## src/rtl/lvds_line_ring_addr_gen.sv

```systemverilog
// Line-buffer write address generator: maps deserialised pixels into a ring of
// fixed-size line slots in the line RAM and tracks which lines are ready to consume.
module lvds_line_ring_addr_gen #(
   parameter int PIX_W     = 12,
   parameter int WORD_W    = 16,
   parameter int ADDR_W    = 10,
   parameter int MAX_PIXEL = 64,
   parameter int NUM_LINES = 16,
   parameter int CNT_W     = 5
) (
   input  logic              SDR_CLK,
   input  logic              RST_N,
   input  logic              Frame_start,
   input  logic              Write_EN,
   input  logic [ADDR_W-1:0] Pixel_count,
   input  logic [PIX_W-1:0]  Pixel_data,
   input  logic              Line_release,
   output logic [ADDR_W-1:0] Address,
   output logic [WORD_W-1:0] Data_Word,
   output logic              W_EN,
   output logic              Line_done,
   output logic [ADDR_W-1:0] Line_base,
   output logic [CNT_W-1:0]  Lines_avail,
   output logic              Overflow,
   output logic              Pix_err
);

   // One extra bit so a full ring (MAX_PIXEL*NUM_LINES == 2^ADDR_W) is representable.
   localparam logic [ADDR_W:0]  MAX_EXT  = (ADDR_W+1)'(MAX_PIXEL);
   localparam logic [ADDR_W:0]  RING_EXT = (ADDR_W+1)'(MAX_PIXEL * NUM_LINES);
   localparam logic [CNT_W-1:0] FULL_CNT = CNT_W'(NUM_LINES);

   logic [ADDR_W-1:0] base_reg;
   logic              we_prev_reg;
   logic              line_accepted_reg;
   logic              wrote_any_reg;

   logic              line_start;
   logic              line_end;
   logic              ring_full;
   logic              accept_now;
   logic              in_range;
   logic              wr_now;
   logic              commit;
   logic              rel_ok;
   logic [ADDR_W:0]   base_sum;
   logic [ADDR_W-1:0] base_adv;

   always_comb begin
      line_start = Write_EN & ~we_prev_reg;
      line_end   = ~Write_EN & we_prev_reg;
      ring_full  = (Lines_avail == FULL_CNT);
      // A release in the same cycle frees the slot the new line needs.
      accept_now = line_start ? ~(ring_full & ~Line_release) : line_accepted_reg;
      in_range   = ({1'b0, Pixel_count} < MAX_EXT);
      wr_now     = Write_EN & accept_now & in_range;
      commit     = line_end & line_accepted_reg & wrote_any_reg;
      rel_ok     = Line_release & (Lines_avail != '0);
      base_sum   = {1'b0, base_reg} + MAX_EXT;
      base_adv   = (base_sum == RING_EXT) ? '0 : base_sum[ADDR_W-1:0];
   end

   always_ff @(posedge SDR_CLK or negedge RST_N) begin
      if (!RST_N) begin
         base_reg          <= '0;
         we_prev_reg       <= 1'b0;
         line_accepted_reg <= 1'b0;
         wrote_any_reg     <= 1'b0;
         Address           <= '0;
         Data_Word         <= '0;
         W_EN              <= 1'b0;
         Line_done         <= 1'b0;
         Line_base         <= '0;
         Lines_avail       <= '0;
         Overflow          <= 1'b0;
         Pix_err           <= 1'b0;
      end else begin
         we_prev_reg <= Write_EN;
         Address     <= base_reg + Pixel_count;
         Data_Word   <= WORD_W'(Pixel_data);
         if (Frame_start) begin
            // Abort any line in flight; it stays unaccepted until Write_EN rises again.
            base_reg          <= '0;
            line_accepted_reg <= 1'b0;
            wrote_any_reg     <= 1'b0;
            W_EN              <= 1'b0;
            Line_done         <= 1'b0;
            Lines_avail       <= '0;
            Overflow          <= 1'b0;
            Pix_err           <= 1'b0;
         end else begin
            W_EN              <= wr_now;
            Line_done         <= commit;
            line_accepted_reg <= accept_now;
            if (line_start & ~accept_now)
               Overflow <= 1'b1;
            if (Write_EN & ~in_range)
               Pix_err <= 1'b1;
            if (line_start)
               wrote_any_reg <= wr_now;
            else if (wr_now)
               wrote_any_reg <= 1'b1;
            if (commit) begin
               Line_base <= base_reg;
               base_reg  <= base_adv;
            end
            if (commit & ~rel_ok & ~ring_full)
               Lines_avail <= Lines_avail + CNT_W'(1);
            else if (~commit & rel_ok)
               Lines_avail <= Lines_avail - CNT_W'(1);
         end
      end
   end

endmodule
```

## config.mk

```make
export PLATFORM = sky130hd
export DESIGN_NAME = lvds_line_ring_addr_gen
export DESIGN_NICKNAME = d
export VERILOG_FILES = /design/src/rtl/lvds_line_ring_addr_gen.sv
export SDC_FILE = /design/constraint.sdc
export NUM_CORES = 1
export LEC_CHECK = 0
export ABC_CLOCK_PERIOD_IN_PS = 3100
export BUFFER_PORTS_ARGS = -buffer_cell sky130_fd_sc_hd__clkbuf_2
export CORE_MARGIN = 10
export CORE_UTILIZATION = 36
export CTS_CLUSTER_DIAMETER = 30
export DETAILED_ROUTE_END_ITERATION = 12
export GPL_TIMING_DRIVEN = 0
export PLACE_DENSITY = 0.72
export SYNTH_ARGS = -nofsm -noshare
export SYNTH_HDL_FRONTEND = slang
export SYNTH_SLANG_ARGS = --single-unit
```

## constraint.sdc

```tcl
create_clock -name SDR_CLK -period 3.1 [get_ports SDR_CLK]
set_input_delay 0.62 -clock SDR_CLK [delete_from_list [all_inputs] [get_ports SDR_CLK]]
set_output_delay 0.62 -clock SDR_CLK [all_outputs]
set_load 0.01 [all_outputs]
```

# Word-level counts from Yosys, hierarchy flattened

Cells that the tools add are included.
W data, S select, Z words.

Flip-flop bits (word level): 54
Latch bits: 0
RAM bits: 0
ROM bits: 0
Input port bits: 27
Logic and storage cells: 66
Memories kept: 0

$add $sub $neg: 4
Multiply operators: 0
Div/mod/pow operators: 0
Order comparisons: 1
Equal/unequal tests: 2
Shifts and indexed selects: 0
Mux-type cells: 17
Bitwise logic cells: 23
Reductions and logical operators: 7

Operator list:

| cell                    | count |
|---|---|
| $mux W10                | 3 |
| $mux W5                 | 3 |
| $and A1 B1 Y1           | 13 |
| $add A10 B7 Y11 const B | 1 |
| $eq A11 B11 Y1 const B  | 1 |
| $mux W1                 | 11 |
| $add A10 B10 Y10        | 1 |
| $lt A10 B7 Y1 const B   | 1 |
| $not A1 Y1              | 10 |
| $reduce_bool A2 Y1      | 3 |
| $reduce_bool A3 Y1      | 2 |
| $add A5 B1 Y5 const B   | 1 |
| $eq A5 B5 Y1 const B    | 1 |
| $reduce_bool A5 Y1      | 1 |
| $sub A5 B1 Y5 const B   | 1 |
| $reduce_and A2 Y1       | 1 |

# Depth between registers and ports, before layout

Depth after elaboration: 9
Mapped depth: 9

# Worst setup path after synthesis

OpenSTA, ideal clock, no wires.

Path kind: register -> register
From: register Lines_avail[1]
To: register Lines_avail[4]
Arrival time: 2.653 ns
Data required time: 2.962 ns
Setup slack: 0.308 ns
Cell stages (with the launch flop): 9
Buffers on the path: 0
Cells stage by stage: dfrtp_1 or4_4 o211ai_1 ha_1 a21o_1 a21oi_1 nor3_1 a221oi_1 o211ai_1

Cells in the longest elaborated chain, start to end: 7

Ends and longest elaborated chain:

| element                                               | line | source |
|---|---|---|
| start: declaration                                    | 23   | `output logic [CNT_W-1:0] Lines_avail,` |
| start signal: assignment                              | 108  | `Lines_avail <= Lines_avail + CNT_W'(1);` |
| start signal: assignment                              | 110  | `Lines_avail <= Lines_avail - CNT_W'(1);` |
| branches (longest 7 deep; another with $sub A5 B1 Y5) | --   |  |

Several ways; the timed one is not identified. The select of a mux whose other input is x is not followed.
A chain may end at the register's enable or synchronous reset.

# Worst setup path after layout

From: register Lines_avail[0]
To: register Lines_avail[4]

The elaborated chain is that of the path after synthesis.

==> metrics.cfg <==
[placement]
place_ws_ns = -0.00108
placed_cell_area_sq_um = 2180
detailedPlacementHpwl_um = 3010
place.gp.congestion = 0.751
placement.io_buffers = 57

[floorplan]
start_util = 0.373
fp.dieArea_sq_um = 8130
coreArea_sq_um = 4750
io_pins = 72
die_h_um = 90.2
placement_row_count = 25
die_width_um = 90.2

[cts]
root_buffer = clkbuf_8
tritoncts.num_buffers = 5
cts.sinks = 42
clock_slew_at_reported_path_ffs_ns = 0.07
postCtsHoldBufs = 0
clock_path_buffers = 2
clkLatencyLatePin_ns = 0.28
cts_tree = built
clock_tree.htree_level_count = 2

[route]
final_antenna_net_count = 0
viasPerCell = 4.37
dr.first_iter.drc_count = 37
detailedRoute.firstPassIterationCount = 4
detail_route.wl_per_cell_um = 13.4
drc = 0
finalWirelength_um = 3820
routed_vias = 1245

[timing]
post-route-worst-setup-slack_ns = 0.253
worst_clock_skew_ns = 0.00356
timing_hold_violations_final = 0
rsz_0062_raised_after_global_routing = no
fmaxAchievable_mhz = 351
worst-slew-pin-transition_ns = 1.03
finalSetupViolCount = 0
post-route-period-util = 0.918
timing.max_slew.rel_slack = 0.312
maxSlewViolCount = 0
total_negative_slack_ns = 0
post-route-min-period_ns = 2.85

[synthesis]
number_of_flops_mapped_to_enable_cells_by_yosys = 0
synth_top_flop_cell = dfrtp_1
synth-async-reset-ratio = 1.00
synth_sequential_area_ratio = 0.593
synth_seq_cells = 42
netlist_instances = 140
postSynthAreaPerCell_sq_um = 12.7
synth_cell_type_count = 36
ys.warnings.count = 0
post_synth_instance_area_sq_um = 1770

[setup_path]
cp_max_fo = 7
rr_startpoint = Lines_avail[0]$_DFFE_PN0P_
cp_data_arrival_time_ns = 3.00
worstSetupPathType = reg -> reg
critical_path.endpoint_type = flip-flop
crit_path_max_incr_delay_ns = 0.47
worst_path_max_delay_cell = dfrtp_1
top_delay_family_on_crit_path = compound AO/OA/AOI/OAI gates
critical_path.cell_chain = o41ai_1, o211ai_1, buf_4, buf_4, fa_1, a21o_1, a21oi_1, nor3_1, a221oi_1, o211ai_1
critPathRequiredTime_ns = 3.25
critPathBufInv = 2
cp-start-kind = flip-flop
timing.reg2reg.setup_slack_ns = 0.25
cp-startpoint = Lines_avail[0]$_DFFE_PN0P_

[run_status]
status = finished clean

[finish]
multiInputGateArea_sq_um = 634
finalCoreUtilization = 0.483
n_fill_cell = 469
nets = 253
seqCellArea_sq_um = 1050
diode_insertion_count_for_antenna_repair = 0
reg.largest.list = Data_Word: 12 flops, Address: 10 flops, Lines_avail: 5 flops
largest-register = Data_Word
largest_reg_flops = 12
finish.instance_area_sq_um = 2300
syn_to_final_growth_pct = 29.6
final_layout_size_suffix_gt1_frac = 0.413

[global_routing]
grt_antenna_before_repair = 0
grt_max_degree = 43
grt_util_all_layers = 0.0966
grt_pass1_vias = 1281
wire_length_of_the_first_global_routing_pass_um = 6370
gr-total-overflow = 0

[hold_path]
holdCritStartpoint = Pixel_data[3]
hold_path_class = in -> reg

[pwr]
power-per-cell-area_nw_per_um2 = 574
p_leak_nw = 1.19
total_power_w = 0.00132
vdd_ir_drop_max_mv = 0.329

[run]
max_cap_violations = 0

==> final cells by class <==
type | instances | share of cell area
Timing Repair Buffer | 61 | 0.137
Tap cell | 67 | 0.0365
Sequential cell | 42 | 0.458
Inverter | 5 | 0.00817
Buffer | 17 | 0.0447
Clock buffer | 7 | 0.0376
Clock inverter | 1 | 0.00218
Multi-Input combinational cell | 85 | 0.276
==> layer usage <==
metal | up-vias | part of all wire | track usage
met3 | 7 | 0.077 | 0.0416
met4 | 0 | 0.020 | 0.0477
met5 | - | 0 | 0
met1 | 578 | 0.40 | 0.0990
li1 | 617 | - | -
met2 | 43 | 0.51 | 0.165
==> worst paths after layout <==
path	to	cells past startpoint
max	Lines_avail[4]$_DFFE_PN0P_	10
min	Data_Word[3]$_DFF_PN0_	1
max reg2reg	Lines_avail[4]$_DFFE_PN0P_	10
min reg2reg	Overflow$_DFFE_PN0P_	2
max in group asynchronous	Address[1]$_DFF_PN0_	1
min in group asynchronous	Address[7]$_DFF_PN0_	1
==> layout by cell type, fill, tap and decap left out, drive strengths merged <==
master	Yosys	routed
clkinv	0	1
dfrtp	42	42
buf	11	15
or4	2	2
clkbuf	6	70
nor4	3	3
and4b	1	1
nand2b	1	1
mux2	6	6
fa	1	1
and3	2	2
xnor2	5	5
a21oi	9	9
nor3	1	1
a31o	1	1
o41ai	1	1
a21o	1	1
or3	1	1
ha	8	8
and4	2	2
xor2	3	3
a221oi	2	2
nand3	3	3
o21ai	3	3
nand2	3	3
nor2	11	11
nand4b	2	2
o211ai	2	2
conb	1	10
inv	5	5
a211oi	1	1
==> cell usage after synthesis, types with 2 or more instances <==
cell type	instances	area, sq um
dfrtp_1	42	1050
nor2_1	11	41.3
buf_4	10	75.1
a21oi_1	9	45.0
ha_1	8	100
clkbuf_1	6	22.5
inv_1	5	18.8
xnor2_1	5	43.8
mux2_2	4	45.0
nand2_1	3	11.3
nand3_1	3	15.0
o21ai_0	3	15.0
xor2_1	3	26.3
and3_1	2	12.5
mux2_4	2	30.0
nand4b_1	2	17.5
nor4_1	2	12.5
o211ai_1	2	15.0
==> through the flow <==
step                      hold WS (ns)  instances
after floorplan                  0.324        149
after global placement           0.477        273
after detailed placement         0.487        273
after CTS                        0.422        285
after global routing             0.417        285
final                            0.436        285
==> power breakdown <==
part | internal, W | switching (W)
clock network | 0.000179 | 0.000166
registers | 0.000592 | 0.0000528
logic | 0.000159 | 0.000169
==> cells by family (layout without fill, tap and decap cells) <==
| kind of cell | count (synthesis) | in the layout | share of synthesized area |
|---|---|---|---|
| DFF | 42 | 42 | 0.593 |
| and+or+nand+nor | 32 | 32 | 0.107 |
| buffers and inverters | 22 | 91 | 0.0685 |
| AOI/OAI and AO/OA | 20 | 20 | 0.0805 |
| adders and majority gates | 9 | 9 | 0.0678 |
| xor gates and xnor gates | 8 | 8 | 0.0395 |
| muxes | 6 | 6 | 0.0423 |
| other | 1 | 10 | 0.00212 |
==> what timing repair did <==
item	4_1_cts	5_1_grt
endpoints found under the setup margin	1	0
buffers inserted	4	0
resized for setup	0	0
Power figures use the tool's default switching activity.
